$ cat src/rtl/fetch_pc_ctrl_pkg.sv
// Shared types and constants for the fetch PC controller.
// FSM state and redirect-source encodings plus the sequential PC helper.
package fetch_pc_ctrl_pkg;

  localparam logic [31:0] PcResetDefault = 32'h1c00_0000;

  typedef enum logic [1:0] {
    FpcInit = 2'd0,
    FpcRun  = 2'd1,
    FpcHold = 2'd2
  } fpc_state_e;

  typedef enum logic [1:0] {
    RsrcNone  = 2'd0,
    RsrcFlush = 2'd1,
    RsrcPriv  = 2'd2,
    RsrcBp    = 2'd3
  } rsrc_e;

  // Fetch proceeds in aligned 8-byte pairs; a pc[2]=1 start fetches one instruction.
  function automatic logic [31:0] seq_next_pc(input logic [31:0] pc);
    return {pc[31:3] + 29'd1, 3'b000};
  endfunction

endpackage

$ cat src/rtl/fetch_pc_ctrl_if.sv
// Bundle of redirect inputs, icache/IF1 handshake and fetch outputs.
// master = fetch PC controller, slave = surrounding frontend/backend.
interface fetch_pc_ctrl_if #(
  parameter int unsigned CntW = 32
) ();

  logic            flush;
  logic [31:0]     flush_pc;
  logic            set_pc_from_PRIV;
  logic [31:0]     pc_from_PRIV;
  logic            bp_redirect;
  logic [31:0]     bp_redirect_pc;
  logic            icache_rready;
  logic            if1_allowin;
  logic [31:0]     fetch_pc;
  logic [31:0]     fetch_pc_next;
  logic            fetch_valid;
  logic [1:0]      redirect_src;
  logic [CntW-1:0] perf_stall_cnt;
  logic [CntW-1:0] perf_redir_cnt;

  modport master (
    input  flush, flush_pc, set_pc_from_PRIV, pc_from_PRIV, bp_redirect, bp_redirect_pc,
    input  icache_rready, if1_allowin,
    output fetch_pc, fetch_pc_next, fetch_valid, redirect_src, perf_stall_cnt, perf_redir_cnt
  );

  modport slave (
    output flush, flush_pc, set_pc_from_PRIV, pc_from_PRIV, bp_redirect, bp_redirect_pc,
    output icache_rready, if1_allowin,
    input  fetch_pc, fetch_pc_next, fetch_valid, redirect_src, perf_stall_cnt, perf_redir_cnt
  );

endinterface

$ cat src/rtl/fetch_redirect_mux.sv
// Combinational priority select of redirect target: flush > priv > bp.
// Callers gate the enables according to the controller state.
module fetch_redirect_mux
  import fetch_pc_ctrl_pkg::*;
(
  input  logic        flush_i,
  input  logic [31:0] flush_pc_i,
  input  logic        priv_i,
  input  logic [31:0] priv_pc_i,
  input  logic        bp_i,
  input  logic [31:0] bp_pc_i,
  output logic [31:0] tgt_pc_o,
  output rsrc_e       src_o
);

  always_comb begin
    tgt_pc_o = bp_pc_i;
    src_o    = RsrcNone;
    if (flush_i) begin
      tgt_pc_o = flush_pc_i;
      src_o    = RsrcFlush;
    end else if (priv_i) begin
      tgt_pc_o = priv_pc_i;
      src_o    = RsrcPriv;
    end else if (bp_i) begin
      tgt_pc_o = bp_pc_i;
      src_o    = RsrcBp;
    end
  end

endmodule

$ cat src/rtl/fetch_pc_ctrl.sv
// Fetch PC owner: INIT/RUN/HOLD sequencing of IF0 requests and redirect arbitration.
// Optional perf counters enabled by defining FETCH_PERF_CNT_EN.
module fetch_pc_ctrl
  import fetch_pc_ctrl_pkg::*;
#(
  parameter logic [31:0] PC_RESET    = PcResetDefault,
  parameter int unsigned INIT_CYCLES = 4,
  parameter int unsigned CNT_W       = 32
) (
  input logic             clk,
  input logic             rst,
  fetch_pc_ctrl_if.master bus
);

  localparam int unsigned    InitW    = (INIT_CYCLES > 2) ? $clog2(INIT_CYCLES) : 1;
  localparam logic [InitW-1:0] InitLoad = (INIT_CYCLES > 0) ? InitW'(INIT_CYCLES - 1) : '0;

  fpc_state_e       state_q, state_d;
  logic [InitW-1:0] cnt_q, cnt_d;
  logic [31:0]      fetch_pc_q, fetch_pc_d;
  logic [31:0]      priv_pc_q, priv_pc_d;
  rsrc_e            redirect_src_q, redirect_src_d;

  logic             fetch_valid;
  logic             fire;
  logic [31:0]      pc_next;
  logic             mux_priv;
  logic             mux_bp;
  logic [31:0]      mux_priv_pc;
  logic [31:0]      mux_pc;
  rsrc_e            mux_src;

  assign fetch_valid = (state_q == FpcRun);
  assign fire        = fetch_valid & bus.icache_rready & bus.if1_allowin;
  assign pc_next     = seq_next_pc(fetch_pc_q);

  // In RUN the priv input means "enter HOLD"; in HOLD it means "resume at the latched PC".
  assign mux_priv    = (state_q == FpcRun)  ? bus.set_pc_from_PRIV :
                       (state_q == FpcHold) ? ~bus.set_pc_from_PRIV : 1'b0;
  assign mux_priv_pc = (state_q == FpcHold) ? priv_pc_q : bus.pc_from_PRIV;
  assign mux_bp      = (state_q == FpcRun) & bus.bp_redirect;

  fetch_redirect_mux u_redirect_mux (
    .flush_i   (bus.flush),
    .flush_pc_i(bus.flush_pc),
    .priv_i    (mux_priv),
    .priv_pc_i (mux_priv_pc),
    .bp_i      (mux_bp),
    .bp_pc_i   (bus.bp_redirect_pc),
    .tgt_pc_o  (mux_pc),
    .src_o     (mux_src)
  );

  always_comb begin
    state_d        = state_q;
    cnt_d          = cnt_q;
    fetch_pc_d     = fetch_pc_q;
    priv_pc_d      = priv_pc_q;
    redirect_src_d = RsrcNone;
    case (state_q)
      FpcInit: begin
        if (cnt_q == '0) begin
          state_d = FpcRun;
        end else begin
          cnt_d = cnt_q - 1'b1;
        end
        if (mux_src == RsrcFlush) begin
          fetch_pc_d     = mux_pc;
          redirect_src_d = RsrcFlush;
        end
      end
      FpcRun: begin
        unique case (mux_src)
          RsrcFlush, RsrcBp: begin
            fetch_pc_d     = mux_pc;
            redirect_src_d = mux_src;
          end
          RsrcPriv: begin
            // Any fire this cycle is dropped: the resume PC replaces it.
            priv_pc_d = mux_pc;
            state_d   = FpcHold;
          end
          RsrcNone: begin
            if (fire) fetch_pc_d = pc_next;
          end
        endcase
      end
      FpcHold: begin
        if (bus.set_pc_from_PRIV) priv_pc_d = bus.pc_from_PRIV;
        if (mux_src != RsrcNone) begin
          fetch_pc_d     = mux_pc;
          redirect_src_d = mux_src;
          state_d        = FpcRun;
        end
      end
      default: state_d = FpcInit;
    endcase
  end

  always_ff @(posedge clk or posedge rst) begin
    if (rst) begin
      state_q        <= FpcInit;
      cnt_q          <= InitLoad;
      fetch_pc_q     <= PC_RESET;
      priv_pc_q      <= PC_RESET;
      redirect_src_q <= RsrcNone;
    end else begin
      state_q        <= state_d;
      cnt_q          <= cnt_d;
      fetch_pc_q     <= fetch_pc_d;
      priv_pc_q      <= priv_pc_d;
      redirect_src_q <= redirect_src_d;
    end
  end

  assign bus.fetch_pc      = fetch_pc_q;
  assign bus.fetch_pc_next = pc_next;
  assign bus.fetch_valid   = fetch_valid;
  assign bus.redirect_src  = redirect_src_q;

`ifdef FETCH_PERF_CNT_EN
  logic [CNT_W-1:0] stall_cnt_q, stall_cnt_d;
  logic [CNT_W-1:0] redir_cnt_q, redir_cnt_d;

  // Both counters saturate at all-ones.
  always_comb begin
    stall_cnt_d = stall_cnt_q;
    redir_cnt_d = redir_cnt_q;
    if (fetch_valid && !fire && (stall_cnt_q != '1)) stall_cnt_d = stall_cnt_q + CNT_W'(1);
    if ((redirect_src_q != RsrcNone) && (redir_cnt_q != '1)) begin
      redir_cnt_d = redir_cnt_q + CNT_W'(1);
    end
  end

  always_ff @(posedge clk or posedge rst) begin
    if (rst) begin
      stall_cnt_q <= '0;
      redir_cnt_q <= '0;
    end else begin
      stall_cnt_q <= stall_cnt_d;
      redir_cnt_q <= redir_cnt_d;
    end
  end

  assign bus.perf_stall_cnt = stall_cnt_q;
  assign bus.perf_redir_cnt = redir_cnt_q;
`else
  assign bus.perf_stall_cnt = CNT_W'(0);
  assign bus.perf_redir_cnt = CNT_W'(0);
`endif

endmodule

$ cat src/flat_wrapper.sv
// flat-port wrapper written by rule: the top's interface ports become plain ports
module fetch_pc_ctrl_flat import fetch_pc_ctrl_pkg::*;
#(
  parameter logic [31:0] PC_RESET    = PcResetDefault,
  parameter int unsigned INIT_CYCLES = 4,
  parameter int unsigned CNT_W       = 32
)
  (clk, rst, bus_flush, bus_flush_pc, bus_set_pc_from_PRIV, bus_pc_from_PRIV, bus_bp_redirect, bus_bp_redirect_pc, bus_icache_rready, bus_if1_allowin, bus_fetch_pc, bus_fetch_pc_next, bus_fetch_valid, bus_redirect_src, bus_perf_stall_cnt, bus_perf_redir_cnt);
  fetch_pc_ctrl_if #(.CntW(32)) bus_i ();
  input logic clk;
  input logic rst;
  input wire logic [$bits(bus_i.flush)-1:0] bus_flush;
  input wire logic [$bits(bus_i.flush_pc)-1:0] bus_flush_pc;
  input wire logic [$bits(bus_i.set_pc_from_PRIV)-1:0] bus_set_pc_from_PRIV;
  input wire logic [$bits(bus_i.pc_from_PRIV)-1:0] bus_pc_from_PRIV;
  input wire logic [$bits(bus_i.bp_redirect)-1:0] bus_bp_redirect;
  input wire logic [$bits(bus_i.bp_redirect_pc)-1:0] bus_bp_redirect_pc;
  input wire logic [$bits(bus_i.icache_rready)-1:0] bus_icache_rready;
  input wire logic [$bits(bus_i.if1_allowin)-1:0] bus_if1_allowin;
  output wire logic [$bits(bus_i.fetch_pc)-1:0] bus_fetch_pc;
  output wire logic [$bits(bus_i.fetch_pc_next)-1:0] bus_fetch_pc_next;
  output wire logic [$bits(bus_i.fetch_valid)-1:0] bus_fetch_valid;
  output wire logic [$bits(bus_i.redirect_src)-1:0] bus_redirect_src;
  output wire logic [$bits(bus_i.perf_stall_cnt)-1:0] bus_perf_stall_cnt;
  output wire logic [$bits(bus_i.perf_redir_cnt)-1:0] bus_perf_redir_cnt;
  assign bus_i.flush = bus_flush;
  assign bus_i.flush_pc = bus_flush_pc;
  assign bus_i.set_pc_from_PRIV = bus_set_pc_from_PRIV;
  assign bus_i.pc_from_PRIV = bus_pc_from_PRIV;
  assign bus_i.bp_redirect = bus_bp_redirect;
  assign bus_i.bp_redirect_pc = bus_bp_redirect_pc;
  assign bus_i.icache_rready = bus_icache_rready;
  assign bus_i.if1_allowin = bus_if1_allowin;
  assign bus_fetch_pc = bus_i.fetch_pc;
  assign bus_fetch_pc_next = bus_i.fetch_pc_next;
  assign bus_fetch_valid = bus_i.fetch_valid;
  assign bus_redirect_src = bus_i.redirect_src;
  assign bus_perf_stall_cnt = bus_i.perf_stall_cnt;
  assign bus_perf_redir_cnt = bus_i.perf_redir_cnt;
  fetch_pc_ctrl #(.PC_RESET(PC_RESET), .INIT_CYCLES(INIT_CYCLES), .CNT_W(CNT_W)) u_core (.clk(clk), .rst(rst), .bus(bus_i));
endmodule
$ cat config.mk
export PLATFORM = sky130hd
export DESIGN_NAME = fetch_pc_ctrl_flat
export DESIGN_NICKNAME = d
export VERILOG_FILES = /design/src/rtl/fetch_pc_ctrl_pkg.sv /design/src/rtl/fetch_pc_ctrl_if.sv /design/src/rtl/fetch_redirect_mux.sv /design/src/rtl/fetch_pc_ctrl.sv /design/src/flat_wrapper.sv
export SDC_FILE = /design/constraint.sdc
export NUM_CORES = 1
export LEC_CHECK = 0
export BUFFER_PORTS_ARGS = -buffer_cell sky130_fd_sc_hd__buf_2
export CAP_MARGIN = 20
export CORE_MARGIN = 2
export CORE_UTILIZATION = 34
export CTS_CLUSTER_DIAMETER = 60
export CTS_CLUSTER_SIZE = 10
export DETAILED_ROUTE_END_ITERATION = 12
export PLACE_DENSITY_LB_ADDON = 0.1
export SLEW_MARGIN = 40
export SYNTH_ARGS = -nofsm -noshare
export SYNTH_HDL_FRONTEND = slang
export SYNTH_SLANG_ARGS = --single-unit
$ cat constraint.sdc
create_clock -name clk -period 2 [get_ports clk]
set_clock_uncertainty 0.15 [all_clocks]
set_input_delay 0.2 -clock clk [delete_from_list [all_inputs] [get_ports clk]]
set_output_delay 0.2 -clock clk [all_outputs]
set_load 0.01 [all_outputs]
-- Word-level counts from Yosys, hierarchy flattened
Index checks and enable logic that the tools add are counted.
- add/sub/neg operators: 2
- multipliers: 0
- divide/modulo/power cells: 0
- magnitude comparators: 0
- equality and inequality tests: 12
- shifts and indexed selects: 0
- muxes and demuxes: 24
- bitwise gates (word level): 5
- reductions and logical operators: 11
- operator list (kind ; count):
    $mux W32 ; 8
    $pmux W32 S2 ; 2
    $pmux W32 S3 ; 1
    $add A29 B1 Y29 const B ; 1
    $mux W2 ; 8
    $pmux W2 S3 ; 2
    $eq A2 B2 Y1 const B ; 3
    $logic_not A2 Y1 ; 3
    $ne A2 B2 Y1 const B ; 3
    $ne A3 B3 Y1 const B ; 2
    $reduce_and A3 Y1 ; 2
    $reduce_and A5 Y1 ; 1
    $eq A2 B1 Y1 const B ; 2
    $ne A2 B1 Y1 const B ; 2
    $reduce_bool A2 Y1 ; 2
    $and A1 B1 Y1 ; 3
    $mux W1 ; 3
    $reduce_bool A3 Y1 ; 1
    $not A1 Y1 ; 2
    $reduce_and A2 Y1 ; 1
    $reduce_or A2 Y1 ; 1
    $sub A2 B1 Y2 const B ; 1
- register bits: 70
- bits in latches: 0
- memory bits (writable): 0
- bits in read-only memories: 0
- input bits: 103
- output and inout bits: 131
- logic and storage cells: 59
- memories kept: 0

-- Logic depth before layout (Yosys ltp)
- depth in word-level cells: 9
- gate-level depth with buffers: 9
- mapped depth without buffers: 6

-- Modules after synthesis
From an unflattened synthesis, not the netlist that was laid out.
- cells, all modules: 716
- area, all modules: 5612.9 µm²
- modules (own cells, without submodules) (module ; times used ; cells each ; area an instance (µm²) ; sequential area each (µm²)):
    fetch_pc_ctrl ; 1 ; 605 ; 4889.7 ; 1761.7
    fetch_redirect_mux ; 1 ; 111 ; 723.2 ; 0.0

-- Least setup slack after synthesis
Ideal clock, no wire load.
- path type: register to output
- from: register u_core.fetch_pc_q[3], in the netlist u_core.bus.fetch_pc[3]
- to: output bus_fetch_pc_next[21]
- arrival time: 1892 ps
- data required time: 1650 ps
- setup slack: -242 ps
- cell stages (with the launch flop): 7
- path buffers: 1
- cells stage by stage: dfrtp_1 -> ha_1 -> nand2_1 -> or3_1 -> buf_6 -> nor3_1 -> xor2_1
- cells in the longest elaborated chain, start to end: 1
- RTL lines (element ; RTL line ; RTL):
    from (decl) ; fetch_pc_ctrl.sv:20 ; logic [31:0] fetch_pc_q, fetch_pc_d;
    from (signal assigned) ; fetch_pc_ctrl.sv:110 ; fetch_pc_q <= fetch_pc_d;
    $add A29 B1 Y29 ; fetch_pc_ctrl_pkg.sv:22 ; return {pc[31:3] + 29'd1, 3'b000};
    to (decl) ; flat_wrapper.sv:21 ; output wire logic [$bits(bus_i.fetch_pc_next)-1:0] bus_fetch_pc_next;
Every way passes these cells.

-- Worst setup path in the final report
- from: register u_core.fetch_pc_q[17], in the netlist u_core.bus.fetch_pc[17]
- to: output bus_fetch_pc_next[29]
Same word-level chain as after synthesis.

==> implementation parameters <==
Parameter                              Value

Run status
  Result of the run    finished, violations left
  Violations in the final reports    negative setup slack

Global route
  First-pass GRT wire length    35.6 mm
  Via count of the first global-routing pass    6,653
  GRT Util Overall    25.8%
  Maximum number of pins on one net before global-route repair    43
  Initial antenna violation count    2
  Overall overflow remaining after global route    0

Synthesis
  Post-synth cell types    63
  Number of warnings reported in the yosys synthesis log    0
  Most common library cells after synthesis    107 x sky130_fd_sc_hd__nand2_1, 71 x sky130_fd_sc_hd__buf_4, 62 x sky130_fd_sc_hd__dfrtp_1, 38 x sky130_fd_sc_hd__nor3_1, 36 x sky130_fd_sc_hd__o21ai_0
  Synthesized area divided by synthesized cell count    7.97 um2
  Most frequent cell after synthesis    sky130_fd_sc_hd__nand2_1
  Number of enable flip-flop cells after synthesis    0
  Number of synthesized register bits    70
  Syn Std Cell Area    5630 um2
  Synth Flop Type    sky130_fd_sc_hd__dfrtp_1
  Biggest area consumer among synthesized cells    sky130_fd_sc_hd__dfrtp_1
  Area share of the largest cell type after synthesis    27.5%
  Fraction of registers with async set/reset    100%
  Post-Synthesis Cells    707
  Share of the yosys chip area belonging to registers    31.3%
  Top cells by area in the synthesized netlist    sky130_fd_sc_hd__dfrtp_1 28%, sky130_fd_sc_hd__buf_4 9.5%, sky130_fd_sc_hd__nand2_1 7.1%, sky130_fd_sc_hd__mux2i_1 4.8%, sky130_fd_sc_hd__dfstp_2 3.7%

Power
  Clk network pwr share    14.8%
  Sequential Power Share    22.5%
  Leakage power of the design    0.00482 uW
  Internal Dissipation    6710 uW
  Net switching fraction of the power    42.6%
  Areal power density over the cells    1150 nW/um2
  VDD IR max    0.000563 V
  Net load switching power    4990 uW
  Share of power burned in combinational logic    62.7%
  Total power after layout    11,700 uW

Clock tree
  H-tree level count    3
  TritonCTS sink count    70
  Clk pin slew, worst setup/hold paths    0.06 ns
  CTS tree    yes
  CTS Root Cell    sky130_fd_sc_hd__clkbuf_16
  Clock latency reported for the late side of the worst-skew pair    0.35 ns
  TritonCTS Buffers    9
  Maximum count of clock buffers along a single path    2

Drt
  Number of optimization iterations in the first detailed-route pass    5
  DR vias/cell    5.30
  Number of remaining DRC errors    0
  Via total after detailed routing    6,707
  Wire length after detailed routing    24.2 mm
  Average wire per standard cell    19.1 um
  Antenna-violating nets left    0
  Number of DRC violations after detailed-routing iteration 0    498

Worst setup path
  Kind of critical path    flop to output port
  Top fanout value on the critical path    6
  Required time at the endpoint of the critical path    1.65 ns
  Arrival time reported for the critical path endpoint    2.00 ns
  Element type at the critical path start    flop
  Crit. Startpoint    u_core.bus.fetch_pc[17]
  Critical register-to-register path startpoint    u_core.state_q[0]
  Largest stage delay on the critical path    0.42 ns
  Cell-by-cell trace of the critical path    nand3_2, nor4_4, buf_4, nand4_1, xnor2_1, buf_2
  Worst-path cell with the longest stage delay    sky130_fd_sc_hd__dfrtp_1
  Setup crit end kind    output port

Min path
  Type of the most critical hold path    input port to flop
  Startpoint of the lowest-slack hold path    bus_flush_pc[0]

Cells and area
  Area added between synthesis and finish    81.3%
  Diode insertion count for antenna repair    0
  Post-route core utilization    62.3%
  Fraction of final layout cells sized beyond drive strength 1    57.8%
  Filler instances    1,365
  Nets@finish    1,145

Floorplanning
  Die Ht    133 um
  Num ports    234
  Die Outline Area    17,600 um2
  Number of placement rows    47
  Floorplan die width    133 um
  Initial core utilization    34.3%
  Core Region    16,400 um2

STA
  Final setup violating endpoints    73
  Worst setup slack after layout    -0.352 ns
  Final period utilization    118%
  Post-layout min period    2.35 ns
  RSZ-0062 raised after global routing    true
  Final hold violations    0
  Slew at the pin closest to its max-slew limit    0.703 ns
  Relative max-transition margin    53.1%
  Final count of pins violating max slew    0
  Highest attainable clock frequency    0.425 GHz

Placement
  Placer's final routability congestion estimate    0.857
  Number of buffers added on ports    166
  DP Wirelength    15.8 mm

Job
  Number of max-capacitance violations reported    0
-- through the flow --
| step | setup WS, ns | instances | instance area [um2] | hold WS (ns) | TNS, ns |
|---|---|---|---|---|---|
| 2_1_floorplan | -0.0628 | 773 | 5910 | 0.216 | -0.0891 |
| 3_3_place_gp | -0.259 | 1161 | 7300 | 0.0973 | -9.17 |
| 3_5_place_dp | -0.282 | 1161 | 7300 | 0.0967 | -10.82 |
| 4_1_cts | -0.349 | 1236 | 9280 | 0.00310 | -7.34 |
| 5_1_grt | -0.436 | 1265 | 10200 | 0.0196 | -13.81 |
| 6_report | -0.352 | 1265 | 10200 | 0.00905 | -8.99 |
-- state kept, by name (all words and copies together), names as in the netlist --
| register | count |
|---|---|
| u_core.bus.fetch_pc | 32 |
| u_core.priv_pc_q | 32 |
| u_core.bus.redirect_src | 2 |
| u_core.cnt_q | 2 |
| u_core.state_q | 2 |
-- logic make-up (layout without fill, tap and decap cells) --
family / Yosys count / in the layout / synth area share, %
compound gates: 189 / 189 / 21.9
simple gates: 254 / 255 / 22.2
mux: 28 / 28 / 5.00
xor+xnor: 28 / 28 / 4.35
fa+ha+maj: 2 / 2 / 0.444
other cells: 1 / 67 / 0.0666
buf+inv: 135 / 406 / 14.8
flops: 70 / 70 / 31.3
-- worst paths after layout --
kind / end / cells past startpoint / slack (ns)
worst min-delay path: u_core.priv_pc_q[0] / 3 / 0.009
min in group asynchronous: u_core.priv_pc_q[23] / 3 / 0.28
worst min register to register: u_core.priv_pc_q[28] / 2 / 0.31
max in group asynchronous: u_core.priv_pc_q[27] / 4 / 0.74
worst max register to register: u_core.bus.fetch_pc[29] / 7 / -0.23
worst max-delay path: bus_fetch_pc_next[29] / 6 / -0.35
-- metal layers --
layer	global-route usage, %	vias up	share of wire (%)
li1	-	3085	-
met2	43.2	302	49
met3	4.37	56	6.1
met4	11.5	4	3.3
met5	0	-	0.099
met1	32.7	3260	41
-- layout make-up --
class	count	area (um2)	share of cell area (%)
clock buffer	13	270	2.65
clock inverter	3	42.5	0.416
inverter	11	45.0	0.441
multi-input combinational	569	4770	46.7
sequential	70	1770	17.3
tap	220	275	2.69
timing repair buffer	379	3050	29.9
-- cells in the final DEF (no fill, tap or decap), types with 7 or more instances in the layout --
cell type / instances
sky130_fd_sc_hd__buf_2: 166
sky130_fd_sc_hd__buf_4: 129
sky130_fd_sc_hd__nand2_1: 93
sky130_fd_sc_hd__conb_1: 67
sky130_fd_sc_hd__dfrtp_1: 59
sky130_fd_sc_hd__buf_6: 52
sky130_fd_sc_hd__o21ai_1: 31
sky130_fd_sc_hd__a21oi_1: 27
sky130_fd_sc_hd__mux2i_1: 23
sky130_fd_sc_hd__buf_12: 18
sky130_fd_sc_hd__a211oi_2: 16
sky130_fd_sc_hd__nor3_1: 16
sky130_fd_sc_hd__nor2_1: 16
sky130_fd_sc_hd__xnor2_2: 16
sky130_fd_sc_hd__o22ai_1: 14
sky130_fd_sc_hd__nor3_2: 13
sky130_fd_sc_hd__o22ai_2: 13
sky130_fd_sc_hd__nand3_1: 12
sky130_fd_sc_hd__inv_1: 10
sky130_fd_sc_hd__and3_1: 10
sky130_fd_sc_hd__nand3_4: 9
sky130_fd_sc_hd__nor3_4: 9
sky130_fd_sc_hd__nor2_4: 9
sky130_fd_sc_hd__clkbuf_16: 9
sky130_fd_sc_hd__a2bb2oi_2: 8
sky130_fd_sc_hd__a211oi_4: 8
sky130_fd_sc_hd__dfstp_2: 8
sky130_fd_sc_hd__nand4_1: 7
sky130_fd_sc_hd__o21ai_2: 7
sky130_fd_sc_hd__buf_16: 7
-- critical path: cells and delay by family (launching register included) --
family | cells | cell delay [ns]
flops | 1 | 0.42
xor+xnor | 1 | 0.24
buf+inv | 2 | 0.37
simple gates | 3 | 0.63
-- power by group through the flow --
stage	Clock (uW)	Combinational (uW)	Sequential [uW]
after global routing	1810	7800	2710
after global placement	0	5010	2530
after floorplan	0	2540	2760
after CTS	1750	6460	2580
after detailed placement	0	5080	2540
final	1730	7340	2640
-- what timing repair did --
| action | 4_1_cts | 5_1_grt |
|---|---|---|
| hold endpoints to repair | 16 | 0 |
| resized for setup | 237 | 152 |
| gates cloned | 12 | 1 |
| pin swaps | 93 | 103 |
| hold buffers | 2 | 0 |
| endpoints found under the setup margin | 81 | 88 |
| buffers inserted | 63 | 42 |
(Power assumes the default switching activity.)
